===== src/rtl/vdma_buff_scheduler.sv =====
// Frame-buffer ring scheduler for a VDMA: pre-loads buffer addresses, then for every
// completed frame reports its size/address and pushes the next free buffer address.
module vdma_buff_scheduler #(
    parameter int g_NUM_BUFF = 4,
    parameter int g_PRELOAD  = 2
) (
    input  logic        aclk_i,
    input  logic        aclk_rstn_i,
    input  logic        enable_i,
    input  logic [31:0] base_addr_i,
    input  logic [31:0] stride_i,
    input  logic        hold_valid_i,
    input  logic [2:0]  hold_idx_i,
    input  logic        buff_addr_fifo_full_i,
    output logic        buff_addr_fifo_wr_o,
    output logic [31:0] buff_addr_fifo_data_o,
    input  logic        frame_size_fifo_empty_i,
    output logic        frame_size_fifo_rd_o,
    input  logic [31:0] frame_size_i,
    output logic        frame_done_o,
    output logic [31:0] last_addr_o,
    output logic [31:0] last_size_o,
    output logic [2:0]  last_idx_o,
    output logic [15:0] frame_count_o,
    output logic        err_o
);

    typedef enum logic [2:0] {IDLE, PRIME, RUN, RDWAIT, PUSH} state_t;

    state_t      r_state;
    logic [2:0]  r_wr_idx;
    logic [2:0]  r_cmp_idx;
    logic [3:0]  r_outstanding;
    logic [3:0]  r_preload_cnt;
    logic        r_rd_phase;
    logic [31:0] r_base;
    logic [31:0] r_stride;

    function automatic logic [2:0] f_next_idx(input logic [2:0] idx);
        return (idx == 3'(g_NUM_BUFF - 1)) ? 3'd0 : idx + 3'd1;
    endfunction

    function automatic logic [31:0] f_addr(input logic [31:0] base, input logic [31:0] stride,
                                           input logic [2:0] idx);
        return base + stride * {29'd0, idx};
    endfunction

    // The reader's locked buffer is skipped once; the buffer after it is pushed instead.
    logic       w_skip;
    logic [2:0] w_push_idx;
    logic       w_out_sat;

    assign w_skip     = hold_valid_i && (hold_idx_i == r_wr_idx);
    assign w_push_idx = w_skip ? f_next_idx(r_wr_idx) : r_wr_idx;
    assign w_out_sat  = (r_outstanding >= 4'(g_NUM_BUFF));

    // NOTE: outputs live in the async-reset branch so a reset kills an in-flight write
    // immediately, without waiting for a clock edge.
    always_ff @(posedge aclk_i or negedge aclk_rstn_i) begin
        if (!aclk_rstn_i) begin
            r_state               <= IDLE;
            r_wr_idx              <= '0;
            r_cmp_idx             <= '0;
            r_outstanding         <= '0;
            r_preload_cnt         <= '0;
            r_rd_phase            <= 1'b0;
            r_base                <= '0;
            r_stride              <= '0;
            buff_addr_fifo_wr_o   <= 1'b0;
            buff_addr_fifo_data_o <= '0;
            frame_size_fifo_rd_o  <= 1'b0;
            frame_done_o          <= 1'b0;
            last_addr_o           <= '0;
            last_size_o           <= '0;
            last_idx_o            <= '0;
            frame_count_o         <= '0;
            err_o                 <= 1'b0;
        end else begin
            // NOTE: strobes default low here so every assertion below is a one-cycle pulse.
            buff_addr_fifo_wr_o  <= 1'b0;
            frame_size_fifo_rd_o <= 1'b0;
            frame_done_o         <= 1'b0;

            case (r_state)
                IDLE: begin
                    if (enable_i) begin
                        r_state       <= PRIME;
                        r_wr_idx      <= '0;
                        r_cmp_idx     <= '0;
                        r_outstanding <= '0;
                        r_preload_cnt <= '0;
                        r_base        <= base_addr_i;
                        r_stride      <= stride_i;
                        err_o         <= 1'b0;
                    end
                end

                PRIME: begin
                    if (!enable_i) begin
                        r_state <= IDLE;
                    end else if (!buff_addr_fifo_full_i) begin
                        buff_addr_fifo_wr_o   <= 1'b1;
                        buff_addr_fifo_data_o <= f_addr(r_base, r_stride, r_wr_idx);
                        r_wr_idx              <= f_next_idx(r_wr_idx);
                        r_preload_cnt         <= r_preload_cnt + 4'd1;
                        if (w_out_sat) err_o <= 1'b1;
                        else           r_outstanding <= r_outstanding + 4'd1;
                        if (r_preload_cnt == 4'(g_PRELOAD - 1)) r_state <= RUN;
                    end
                end

                RUN: begin
                    if (!enable_i) begin
                        r_state <= IDLE;
                    end else if (!frame_size_fifo_empty_i) begin
                        frame_size_fifo_rd_o <= 1'b1;
                        r_rd_phase           <= 1'b0;
                        r_state              <= RDWAIT;
                    end
                end

                RDWAIT: begin
                    // Frame size is valid only in the cycle after the read strobe.
                    if (!r_rd_phase) begin
                        r_rd_phase <= 1'b1;
                    end else begin
                        last_size_o   <= frame_size_i;
                        last_idx_o    <= r_cmp_idx;
                        last_addr_o   <= f_addr(r_base, r_stride, r_cmp_idx);
                        frame_done_o  <= 1'b1;
                        frame_count_o <= frame_count_o + 16'd1;
                        r_cmp_idx     <= f_next_idx(r_cmp_idx);
                        if (r_outstanding == 4'd0) err_o <= 1'b1;
                        else                       r_outstanding <= r_outstanding - 4'd1;
                        r_state <= enable_i ? PUSH : IDLE;
                    end
                end

                PUSH: begin
                    if (!enable_i) begin
                        r_state <= IDLE;
                    end else if (!buff_addr_fifo_full_i) begin
                        buff_addr_fifo_wr_o   <= 1'b1;
                        buff_addr_fifo_data_o <= f_addr(r_base, r_stride, w_push_idx);
                        r_wr_idx              <= f_next_idx(w_push_idx);
                        if (w_out_sat) err_o <= 1'b1;
                        else           r_outstanding <= r_outstanding + 4'd1;
                        r_state <= RUN;
                    end
                end

                default: r_state <= IDLE;
            endcase
        end
    end

endmodule


===== config.mk =====
export PLATFORM = sky130hd
export DESIGN_NAME = vdma_buff_scheduler
export DESIGN_NICKNAME = d
export VERILOG_FILES = /design/src/rtl/vdma_buff_scheduler.sv
export SDC_FILE = /design/constraint.sdc
export NUM_CORES = 1
export LEC_CHECK = 0
export CAP_MARGIN = 0
export CELL_PAD_IN_SITES_DETAIL_PLACEMENT = 0
export CELL_PAD_IN_SITES_GLOBAL_PLACEMENT = 1
export CORE_ASPECT_RATIO = 0.5
export CORE_MARGIN = 4
export CORE_UTILIZATION = 40
export DETAILED_ROUTE_END_ITERATION = 8
export PLACE_DENSITY_LB_ADDON = 0.1
export SYNTH_ARGS = -nofsm -noshare
export SYNTH_HDL_FRONTEND = slang
export SYNTH_SLANG_ARGS = --single-unit

===== constraint.sdc =====
create_clock -name aclk_i -period 4.7 [get_ports aclk_i]
set_input_delay 0.94 -clock aclk_i [delete_from_list [all_inputs] [get_ports aclk_i]]
set_output_delay 0.94 -clock aclk_i [all_outputs]
set_load 0.01 [all_outputs]

-- Word-level counts from Yosys, hierarchy flattened
Cells that the tools add are included.
- register bits: 201
- memories kept: 0
- memory bits (read-only): 0
- latch bits: 0
- word-level logic and storage cells: 134
- memory bits (writable): 0
- output and inout bits: 119
- shift operators: 0
- multiplexer cells: 56
- bitwise gates (word level): 0
- $mul: 3
- equality and inequality tests: 27
- divide/modulo/power cells: 0
- magnitude comparators: 1
- $add $sub $neg: 10
- reduce and logical (&&, ||, !) cells: 20
- operator list (cell ; count):
    $mux W32 ; 4
    $add A32 B32 Y32 ; 3
    $mul A32 B3 Y32 ; 3
    $pmux W32 S2 ; 1
    $mux W3 ; 20
    $mux W4 ; 8
    $ne A2 B2 Y1 const B ; 12
    $add A16 B1 Y16 const B ; 1
    $mux W1 ; 16
    $eq A3 B2 Y1 const B ; 5
    $pmux W3 S5 ; 1
    $reduce_and A7 Y1 ; 2
    $ne A3 B3 Y1 const B ; 4
    $pmux W4 S3 ; 1
    $reduce_and A6 Y1 ; 2
    $add A3 B1 Y3 const B ; 3
    $pmux W3 S3 ; 1
    $add A4 B1 Y4 const B ; 2
    $pmux W4 S2 ; 1
    $reduce_bool A2 Y1 ; 4
    $pmux W3 S2 ; 1
    $reduce_and A3 Y1 ; 2
    $reduce_bool A3 Y1 ; 2
    $reduce_and A5 Y1 ; 1
    other kinds (15) ; 17

-- Logic depth before layout (Yosys ltp)
- depth after elaboration: 8
- depth in mapped cells: 21
- gate-level depth less buffers: 18

-- Least setup slack after synthesis
Ideal clock, no wire load.
- path kind: input to register
- start: input hold_idx_i[0]
- end: register buff_addr_fifo_data_o[30]
- data arrival time: 5.116 ns
- cell stages on the path: 19
- setup time: 0.128 ns
- slack: -0.544 ns
- required time: 4.572 ns
- cells stage by stage: xnor2_1 nand4_1 mux2i_1 clkbuf_1 nor2b_1 fa_1 inv_1 fa_1 inv_1 ha_1 a2111oi_2 o21ai_1 a31o_2 a211oi_4 o31ai_2 a2111oi_2 nor3_1 mux2i_1 nand3_1
- longest elaborated chain between the ends: 8
- RTL lines (item ; line ; source):
    start, declared ; 13 ; input logic [2:0] hold_idx_i,
    $eq A3 B3 Y1 ; 53 ; assign w_skip = hold_valid_i && (hold_idx_i == r_wr_idx);
    $logic_and A1 B1 Y1 ; 53 ;
    $mux W3 ; 54 ; assign w_push_idx = w_skip ? f_next_idx(r_wr_idx) : r_wr_idx;
    $mul A32 B3 Y32 ; 45 ; return base + stride * {29'd0, idx};
    $add A32 B32 Y32 ; 45 ;
    $mux W32 ; 142 ; end else if (!buff_addr_fifo_full_i) begin
    $mux W32 ; 140 ; if (!enable_i) begin
    $pmux W32 S2 ; 84 ; case (r_state)
    end signal, assigned ; 103 ; buff_addr_fifo_data_o <= f_addr(r_base, r_stride, r_wr_idx);
    end signal, assigned ; 144 ; buff_addr_fifo_data_o <= f_addr(r_base, r_stride, w_push_idx);
    end, declared ; 16 ; output logic [31:0] buff_addr_fifo_data_o,
Every way passes these cells. The select of a mux whose other input is x is not followed.
A chain may end at the register's enable or synchronous reset.

-- Worst setup path in the final report
- start: input hold_idx_i[2]
- end: register buff_addr_fifo_data_o[27]
The elaborated chain is that of the path after synthesis.

==> impl_metrics.py <==
metrics = {
    "run_status": {
        "status": "finished, violations left",
        "violations": "setup timing",
    },
    "timing": {
        "period_needed_ns": 4.84,
        "final_hold_viol_count": 0,
        "max_freq_mhz": 207,
        "clock-skew-final_ns": 0.0176,
        "setup_ws_ns": -0.141,
        "tightestPinTransition_ns": 0.802,
        "slew_headroom_pct": 46.4,
        "fin_crit_sh_pct": 103,
        "setup_viol": 7,
        "slew_viol_final": 0,
        "rsz0062_at_grt": "true",
    },
    "synth": {
        "synth_largest_type_area_fraction_pct": 26.9,
        "synthDistinctLibCells": 75,
        "avgSynthCellArea_um2": 8.67,
        "ys_ff_latch": 201,
        "yosysTopAreaCell": "dfrtp_1",
        "synth_ff_type": "dfrtp_1",
        "seq_area_frac_synth_pct": 26.9,
        "synthTopCellsByArea": "dfrtp_1 27%, fa_1 19%, nand2_1 8.9%, ha_1 7.2%, inv_1 5.8%",
        "syn_area_um2": 18700,
        "async_reset_ff_share_pct": 100,
        "synth_edf_count": 0,
        "ys_warn_count": 0,
        "synthCells": 2154,
        "synth_nets": 2544,
    },
    "global_route": {
        "grt-ovfl-total": 0,
        "met1_usage_pct": 35.6,
        "grt.met2_usage_pct": 32.2,
        "met3_usage_pct": 5.09,
        "track_usage_pct": 22.8,
        "antenna_found_initial": 1,
        "grt_pass1_vias": 15423,
        "grt_pass1_wl_mm": 90.5,
        "grt_busiest_layer": "met1",
        "grt_start_max_net_pins": 103,
    },
    "critical_path": {
        "worstSetupPathType": "primary input to flop",
        "cp_cell_sequence": "buf_2 -> xnor2_2 -> nand4_1 -> buf_6 -> mux2i_4 -> buf_6 -> nor2b_2 -> fa_1 -> fa_1 -> ha_4 -> a21o_1 -> or3_4 -> o21ai_4 -> a221oi_4 -> a211o_4 -> a31oi_4 -> nor4b_2 -> a41o_1 -> o32a_1",
        "reg2reg_slack_ns": -0.14,
        "crit_path_max_fanout": 5,
        "end_kind": "flop",
        "cp_slowest_cell": "fa_1",
        "crit_buf_inv": 3,
        "critPathMaxStageDelay_ns": 0.56,
        "rr_worst_depth": 20,
        "cp_top_family": "compound AO/OA/AOI/OAI gates",
        "r2r_end": "buff_addr_fifo_data_o[30]",
        "required_ns": 5.13,
        "timing.rr.start": "r_wr_idx[1]",
        "arrival_ns": 5.27,
        "cp-start-kind": "primary input",
    },
    "final_layout": {
        "layout.nets": 2847,
        "mostFrequentLayoutCells": "444 x nand2_1, 282 x inv_1, 218 x clkdlybuf4s50_1",
        "final_common_cell": "nand2_1",
        "num-fill-cells": 4339,
        "final_util_pct": 52.0,
        "area_delta_synth_final_pct": 27.1,
        "final_layout_size_suffix_gt1_share_pct": 13.4,
    },
    "route": {
        "dr.pass1.iters": 5,
        "ant_nets": 0,
        "vias": 15666,
        "drc": 0,
        "routedWlPerCell_um": 18.5,
        "drt_iter0_drc": 1044,
        "via_per_inst": 5.05,
        "drt-total-wl_mm": 57.4,
    },
    "clock_network": {
        "cts_tree": "yes",
        "clk_latency_ns": 0.55,
        "htreeDepth": 1,
        "clock_sinks": 201,
        "clkTransAtPathRegs_ns": 0.07,
        "clock_path_buffers": 3,
        "cts_made_buffers": 22,
        "root_buffer": "clkbuf_16",
    },
    "placed_design": {
        "dp_hpwl_mm": 44.7,
        "io_buffers": 223,
        "gp_congestion": 0.867,
    },
    "min_path": {
        "hp-class": "primary input to async pin",
    },
    "die": {
        "ios": 224,
        "die_h_um": 161,
        "core_area_um2": 45600,
        "initial_core_util_pct": 40.9,
        "dieArea_um2": 50400,
        "rows": 55,
        "die_w_um": 314,
    },
    "run": {
        "drv_cap": 0,
    },
}
==> how the worst max path moves through the flow <==
| stage | start | endpoint | cells after the start |
|---|---|---|---|
| floorplan | hold_idx_i[2] | buff_addr_fifo_data_o[30] | 19 |
| global placement | hold_idx_i[2] | buff_addr_fifo_data_o[27] | 21 |
| detailed placement | hold_idx_i[2] | buff_addr_fifo_data_o[27] | 21 |
| CTS | r_wr_idx[1] | buff_addr_fifo_data_o[27] | 17 |
| global route | r_wr_idx[1] | buff_addr_fifo_data_o[30] | 20 |
| finish | hold_idx_i[2] | buff_addr_fifo_data_o[27] | 19 |
==> state kept, by name, summed over array words and instances (netlist names), 4 cells and up <==
| signal | count |
|---|---|
| frame_count_o | 16 |
| r_preload_cnt | 4 |
| last_size_o | 32 |
| r_outstanding | 4 |
| r_base | 32 |
| r_stride | 32 |
| last_addr_o | 32 |
| buff_addr_fifo_data_o | 32 |
==> final cells by class <==
type / count / area, um2 / share of cell area [%]
Multi-Input combinational cell: 1553 / 12500 / 52.7
Sequential cell: 201 / 5030 / 21.2
Timing Repair Buffer: 391 / 3600 / 15.2
Inverter: 288 / 1080 / 4.56
Tap cell: 627 / 785 / 3.31
Clock buffer: 28 / 613 / 2.58
Clock inverter: 10 / 120 / 0.506
Antenna cell: 2 / 5.00 / 0.0211
==> cell usage after synthesis, types with 14 or more instances <==
cell type,count
nor3_1,25
and3_1,46
ha_1,107
nand2_1,445
clkbuf_1,91
inv_1,288
nand3_1,32
nor2_1,59
a31oi_1,14
buf_1,16
dfrtp_1,201
o21ai_0,114
a21oi_1,92
fa_1,178
xnor2_1,69
xor2_1,33
and2_1,18
nor2b_1,68
a21o_1,47
mux2_2,38
==> timing repair <==
action	CTS	global route
setup buffers	5	7
hold buffers	0	0
pin swaps	20	35
gates resized for setup	40	37
gates cloned	1	0
endpoints found under the setup margin	17	21
==> worst reg2reg max path: stages (launching register included) <==
cell,delay (ns)
dfrtp_2,0.47
xnor2_2,0.16
nand4_1,0.12
buf_6,0.16
or2_4,0.28
buf_12,0.14
and3_4,0.17
fa_1,0.49
inv_2,0.04
fa_1,0.49
inv_2,0.05
ha_4,0.23
a2111oi_4,0.30
o21ai_2,0.12
a31o_4,0.27
a211oi_4,0.38
o31ai_4,0.17
a2111oi_2,0.31
nor3_1,0.10
mux2i_1,0.15
nand3_1,0.10
==> cells by family (layout without fill, tap and decap cells) <==
group / after synthesis / count (layout) / synth area share [%]
flip-flops: 201 / 201 / 26.9
adder cells (fa/ha/maj): 286 / 286 / 26.3
multiplexers: 47 / 47 / 2.77
other: 0 / 2 / 0
XOR/XNOR: 102 / 102 / 4.78
AO/OA/AOI/OAI: 374 / 374 / 12.9
AND/OR/NAND/NOR: 744 / 744 / 18.0
buffers and inverters: 400 / 717 / 8.29
==> stage by stage <==
stage          cells  hold WS [ns]  worst slack, ns  TNS [ns]  instance area [um2]
3_3_place_gp    3048         0.453           -0.978    -17.59                22600
2_1_floorplan   2154         0.446           -0.306     -1.08                18900
6_report        3100         0.425           -0.141    -0.540                23700
4_1_cts         3092         0.453           -0.225    -0.940                23500
5_1_grt         3098         0.479           -0.274     -2.43                23700
3_5_place_dp    3048         0.461            -1.02    -18.51                22600
==> metal layers <==
layer / routed length (um) / vias to the layer above
li1: - / 7575
met1: 29100 / 7639
met2: 23000 / 399
met3: 4220 / 53
met4: 1040 / 0
met5: 0 / -
Power is left out: the tool's default activity adds up to more than one toggle a clock period on the data nets, which glitch-free logic cannot reach.
